[config.mk]
export PLATFORM = sky130hd
export DESIGN_NAME = ledda_cfg_seq
export DESIGN_NICKNAME = d
export VERILOG_FILES = /design/src/rtl/ledda_pkg.sv /design/src/rtl/ledda_cfg_seq.sv
export SDC_FILE = /design/constraint.sdc
export NUM_CORES = 1
export LEC_CHECK = 0
export BUFFER_PORTS_ARGS = -buffer_cell sky130_fd_sc_hd__buf_2
export CELL_PAD_IN_SITES_DETAIL_PLACEMENT = 0
export CELL_PAD_IN_SITES_GLOBAL_PLACEMENT = 1
export CORE_MARGIN = 5
export CORE_UTILIZATION = 40
export DETAILED_ROUTE_END_ITERATION = 12
export PLACE_DENSITY_LB_ADDON = 0.1
export REMOVE_ABC_BUFFERS = 1
export SLEW_MARGIN = 10
export SYNTH_ARGS = -nofsm -noshare
export SYNTH_HDL_FRONTEND = slang
export SYNTH_SLANG_ARGS = --single-unit
[constraint.sdc]
create_clock -name clk -period 3.2 [get_ports clk]
set_input_delay 0.16 -clock clk [delete_from_list [all_inputs] [get_ports clk]]
set_output_delay 0.16 -clock clk [all_outputs]
set_load 0.05 [all_outputs]
[src/rtl/ledda_pkg.sv]
// Shared types and constants for the LEDDA_IP configuration sequencer.
// Holds the FSM state enum, LEDDA register addresses and the write count.
// Optional feature macro: LEDDA_BREATHE_EN adds the breathe-ramp writes.
package ledda_pkg;

    typedef enum logic [2:0] {
        ST_IDLE,
        ST_DISABLE,
        ST_SETUP,
        ST_STROBE,
        ST_ENABLE
    } state_t;

    localparam logic [3:0] ADDR_CR0  = 4'h8;
    localparam logic [3:0] ADDR_BR   = 4'h9;
    localparam logic [3:0] ADDR_ONR  = 4'hA;
    localparam logic [3:0] ADDR_OFR  = 4'hB;
    localparam logic [3:0] ADDR_BCRR = 4'h5;
    localparam logic [3:0] ADDR_BCFR = 4'h6;
    localparam logic [3:0] ADDR_PWRR = 4'h1;
    localparam logic [3:0] ADDR_PWRG = 4'h2;
    localparam logic [3:0] ADDR_PWRB = 4'h3;

`ifdef LEDDA_BREATHE_EN
    localparam int unsigned NWR = 9;
`else
    localparam int unsigned NWR = 7;
`endif

    localparam logic [3:0] LAST_IDX = 4'(NWR - 1);
    // Index of the first PWM duty write; the three duties are consecutive.
    localparam logic [3:0] PWM_IDX  = 4'(NWR - 3);

endpackage

[src/rtl/ledda_cfg_seq.sv]
// Programs the LEDDA_IP register bus from one captured request, then pulses done.
// Ports: clk/resetn; req_valid/req_ready handshake with req_pwm_r/g/b,
//   req_on/off, req_enable (plus req_breathe_on/off under LEDDA_BREATHE_EN);
//   ledd_cs/den/exe/addr/dat/clk LEDDA bus; done completion pulse.
module ledda_cfg_seq
    import ledda_pkg::*;
#(
    parameter logic [7:0] CR0_VAL = 8'h82,
    parameter logic [7:0] BR_VAL  = 8'hED
) (
    input  logic       clk,
    input  logic       resetn,
    input  logic       req_valid,
    output logic       req_ready,
    input  logic [7:0] req_pwm_r,
    input  logic [7:0] req_pwm_g,
    input  logic [7:0] req_pwm_b,
    input  logic [7:0] req_on,
    input  logic [7:0] req_off,
    input  logic       req_enable,
`ifdef LEDDA_BREATHE_EN
    input  logic [7:0] req_breathe_on,
    input  logic [7:0] req_breathe_off,
`endif
    output logic       ledd_cs,
    output logic       ledd_den,
    output logic       ledd_exe,
    output logic [3:0] ledd_addr,
    output logic [7:0] ledd_dat,
    output logic       ledd_clk,
    output logic       done
);

    state_t     state, state_n;
    logic [3:0] idx, idx_n;

    logic [7:0] cap_r, cap_g, cap_b, cap_on, cap_off;
    logic       cap_en;
`ifdef LEDDA_BREATHE_EN
    logic [7:0] cap_bon, cap_boff;
`endif

    logic       cs_n, den_n, exe_n, done_n;
    logic [3:0] addr_n;
    logic [7:0] dat_n;

    assign ledd_clk  = clk;
    assign req_ready = (state == ST_IDLE);

    // Write index -> {addr, data} for the LEDDA register image.
    function automatic logic [11:0] wr_map(input logic [3:0] i);
        logic [11:0] m;
        m = {ADDR_CR0, CR0_VAL};
        case (i)
            4'd0:        m = {ADDR_CR0, CR0_VAL};
            4'd1:        m = {ADDR_BR, BR_VAL};
            4'd2:        m = {ADDR_ONR, cap_on};
            4'd3:        m = {ADDR_OFR, cap_off};
`ifdef LEDDA_BREATHE_EN
            4'd4:        m = {ADDR_BCRR, cap_bon};
            4'd5:        m = {ADDR_BCFR, cap_boff};
`endif
            PWM_IDX:     m = {ADDR_PWRR, cap_r};
            PWM_IDX + 1: m = {ADDR_PWRG, cap_g};
            PWM_IDX + 2: m = {ADDR_PWRB, cap_b};
            default:     m = {ADDR_CR0, CR0_VAL};
        endcase
        return m;
    endfunction

    always_ff @(posedge clk or negedge resetn) begin
        if (!resetn) begin
            state <= ST_IDLE;
            idx   <= '0;
        end else begin
            state <= state_n;
            idx   <= idx_n;
        end
    end

    always_comb begin
        state_n = state;
        idx_n   = idx;
        unique case (state)
            ST_IDLE:    if (req_valid) state_n = ST_DISABLE;
            ST_DISABLE: begin
                state_n = ST_SETUP;
                idx_n   = '0;
            end
            ST_SETUP:   state_n = ST_STROBE;
            ST_STROBE: begin
                if (idx == LAST_IDX) begin
                    state_n = ST_ENABLE;
                end else begin
                    state_n = ST_SETUP;
                    idx_n   = idx + 4'd1;
                end
            end
            ST_ENABLE:  state_n = ST_IDLE;
            default:    state_n = ST_IDLE;
        endcase
    end

    // Outputs are decoded from the next state so the registered bus lines
    // line up with the state they belong to.
    always_comb begin
        cs_n   = 1'b0;
        den_n  = 1'b0;
        exe_n  = ledd_exe;
        done_n = 1'b0;
        addr_n = ledd_addr;
        dat_n  = ledd_dat;
        unique case (state_n)
            ST_DISABLE: exe_n = 1'b0;
            ST_SETUP: begin
                cs_n            = 1'b1;
                {addr_n, dat_n} = wr_map(idx_n);
            end
            ST_STROBE: begin
                cs_n  = 1'b1;
                den_n = 1'b1;
            end
            ST_ENABLE: begin
                exe_n  = cap_en;
                done_n = 1'b1;
            end
            default: ;
        endcase
    end

    always_ff @(posedge clk or negedge resetn) begin
        if (!resetn) begin
            ledd_cs   <= 1'b0;
            ledd_den  <= 1'b0;
            ledd_exe  <= 1'b0;
            ledd_addr <= '0;
            ledd_dat  <= '0;
            done      <= 1'b0;
        end else begin
            ledd_cs   <= cs_n;
            ledd_den  <= den_n;
            ledd_exe  <= exe_n;
            ledd_addr <= addr_n;
            ledd_dat  <= dat_n;
            done      <= done_n;
        end
    end

    always_ff @(posedge clk or negedge resetn) begin
        if (!resetn) begin
            cap_r    <= '0;
            cap_g    <= '0;
            cap_b    <= '0;
            cap_on   <= '0;
            cap_off  <= '0;
            cap_en   <= 1'b0;
`ifdef LEDDA_BREATHE_EN
            cap_bon  <= '0;
            cap_boff <= '0;
`endif
        end else if (state == ST_IDLE && req_valid) begin
            cap_r    <= req_pwm_r;
            cap_g    <= req_pwm_g;
            cap_b    <= req_pwm_b;
            cap_on   <= req_on;
            cap_off  <= req_off;
            cap_en   <= req_enable;
`ifdef LEDDA_BREATHE_EN
            cap_bon  <= req_breathe_on;
            cap_boff <= req_breathe_off;
`endif
        end
    end

endmodule
==> flow_metrics.tcl <==
set metrics [dict create \
    cts_tree "done" \
    synthArstFlopShare 1.00 \
    ant_nets 0 \
    crit_fanout 11 \
    ys_ff_latch 63 \
    netlist_instances 254 \
    avgSynthCellArea_sq_um 12.1 \
    yosysMostFrequentCell "dfrtp_1" \
    overflow 0 \
    power.internal_mw 2.66 \
    cp_data_required_time_ns 3.54 \
    drt_iter0_markers 108 \
    relSlewSlack 0.616 \
    avgViaCountPerCell 5.11 \
    vias 2377 \
    combPwrFrac 0.518 \
    ys_types 53 \
    cp-end-kind "flip-flop" \
    p_leak_nw 1.83 \
    drv_cap 0 \
    rsz0062_at_grt "no" \
    drc 0 \
    status "finished, final reports clean" \
    power_density_nw_per_um2 1160 \
    setup_viol 0 \
    synth_area_leader_cell "dfrtp_1" \
    drt_wl_total_mm 7.15 \
    synth_flop_cell "dfrtp_1" \
    dpl-instance-area_sq_um 3430 \
    finClkSkew_ns 0.00856 \
    rows 32 \
    area.growth.synth_to_final_pct 32.3 \
    r2r-start "idx[0]" \
    synth.yosys.seq_area_share 0.512 \
    synth_edf_count 0 \
    routabilityCongestion 0.752 \
    ys_top_cells_by_count "dfrtp_1 (63), mux2_2 (39), nand2_1 (13)" \
    dp_slack_ns 0.611 \
    seq_power_share 0.312 \
    tightest_slew_ns 0.575 \
    cts_resized 0 \
    grt_max_degree 45 \
    yosys_warnings 0 \
    final_hold_viol_count 0 \
    grt_pass1_vias 2557 \
    cp.arrival_ns 2.92 \
    port-buffer-count 60 \
    grt_pass1_wl_mm 12.3 \
    hpwl_mm 4.83 \
    ff2ff_setup_slack_ns 0.61 \
    die_w_microns 97.8 \
    insertion_delay_ns 0.44 \
    netlist_area_sq_um 3080 \
    nFillCells 706 \
    drt_pass1_iterations 4 \
    clkPwrFrac 0.170 \
    worst_slack_ns 0.611 \
    antenna_cells 0 \
    holdCritPathClass "in2async" \
    period_needed_ns 2.59 \
    fin_crit_sh 0.809 \
    p_sw_frac 0.438 \
    die_h_microns 97.8 \
    crit_start "idx[0]" \
    fmax_mhz 386 \
    io_pins 62 \
    synth_top_area_frac 0.512 \
    max-vdd-ir-drop_mv 0.621 \
    dp_cells 404 \
    drive_gt1_frac 0.386 \
    clk_pin_slew_ns 0.07 \
    fin_cells 465 \
    crit_type "reg2reg" \
    synthTopCellsByArea "dfrtp_1 (51%), mux2_2 (14%), mux2i_1 (2.6%), buf_6 (2.2%), a32o_1 (1.9%)" \
    die_area_sq_um 9560 \
    final_design_area_no_fill_sq_um 4080 \
    initial_core_util 0.405 \
    nets 405 \
    track_usage 0.161 \
    switching_power_mw 2.07 \
    wl_per_cell_microns 15.4 \
    antenna_found_initial 0 \
    critPathLaunchType "flip-flop" \
    drv_slew 0 \
    r2r_cells 10 \
    timing.rr.end "ledd_dat[3]" \
    core_region_area_sq_um 7610 \
]
==> how the worst max path moves through the flow <==
stage,slack (ns),to,depth (start not counted)
5_1_grt,0.40,ledd_dat[2],10
4_1_cts,0.60,ledd_dat[3],10
6_report,0.61,ledd_dat[3],10
2_1_floorplan,-0.16,cap_b[0],3
3_5_place_dp,0.61,ledd_dat[3],10
3_3_place_gp,0.69,ledd_dat[3],10
==> worst max-delay path, cell delays in order (launching register included) <==
cell,delay [ns]
dfrtp_1,0.47
inv_1,0.07
ha_1,0.23
and3b_4,0.23
nand3_4,0.11
inv_4,0.06
nor3_4,0.51
buf_4,0.24
mux2i_1,0.19
o211ai_1,0.10
a32o_1,0.27
==> cell families after synthesis <==
| logic type | synth area share |
|---|---|
| xor+xnor | 0.00284 |
| compound gates | 0.126 |
| buf+inv | 0.0621 |
| flops | 0.512 |
| fa+ha+maj | 0.00812 |
| other cells | 0.00122 |
| simple gates | 0.110 |
| mux | 0.178 |
==> flip-flops by register name (all words and copies together), names as in the netlist, 4 cells and up <==
signal / cells
cap_g: 8
cap_on: 8
ledd_dat: 8
idx: 4
cap_off: 8
cap_b: 8
cap_r: 8
==> routing by layer <==
| layer | vias to the layer above | track usage | wire [microns] |
|---|---|---|---|
| li1 | 1150 | - | - |
| met1 | 1169 | 0.205 | 3290 |
| met2 | 46 | 0.260 | 3470 |
| met3 | 12 | 0.0450 | 273 |
| met4 | 0 | 0.0682 | 114 |
| met5 | - | 0 | 0 |
==> stage by stage <==
| step | total power [mW] | TNS, ns | util | hold slack (ns) |
|---|---|---|---|---|
| after floorplan | 3.24 | -6.16 | - | -0.136 |
| after global placement | 3.96 | 0 | 0.450 | 0.180 |
| after detailed placement | 3.97 | 0 | 0.450 | 0.187 |
| after CTS | 4.78 | 0 | 0.536 | 0.260 |
| after global routing | 5.08 | 0 | 0.536 | 0.287 |
| final | 4.73 | 0 | 0.536 | 0.239 |
==> cells in the final DEF, fill, tap and decap left out, types with 6 or more instances in the layout <==
master         Yosys  routed
nand2_1           13      13
buf_2              6      60
mux2_2            39      39
o211ai_1           6       6
o21ai_0            8       8
inv_1              7       7
nand3_1           11      11
mux2i_1            8       8
buf_4              3       7
clkbuf_8           0      12
a32o_1             6       6
dfrtp_1           63      63
a21oi_1            7       7
dlygate4sd3_1      0      43
nor2_1             8       8
==> area by class of cell <==
type	count	area (sq um)	share of cell area
Clock inverter	5	50.0	0.0123
Timing Repair Buffer	109	778	0.191
Multi-Input combinational cell	161	1310	0.322
Tap cell	102	128	0.0313
Inverter	11	56.3	0.0138
Clock buffer	14	174	0.0427
Sequential cell	63	1580	0.387
==> power by group through the flow <==
stage / combinational, mW / clock (mW) / sequential [mW]
floorplan: 1.56 / 0 / 1.68
global placement: 2.40 / 0.0596 / 1.50
detailed placement: 2.42 / 0.0596 / 1.50
CTS: 2.47 / 0.823 / 1.48
global route: 2.68 / 0.862 / 1.53
finish: 2.45 / 0.803 / 1.48
==> what timing repair did <==
action | 4_1_cts | 5_1_grt
setup buffers | 0 | 0
hold buffers | 43 | 0
hold endpoints to repair | 64 | 0
No activity file was read; power rests on OpenSTA's default activity.
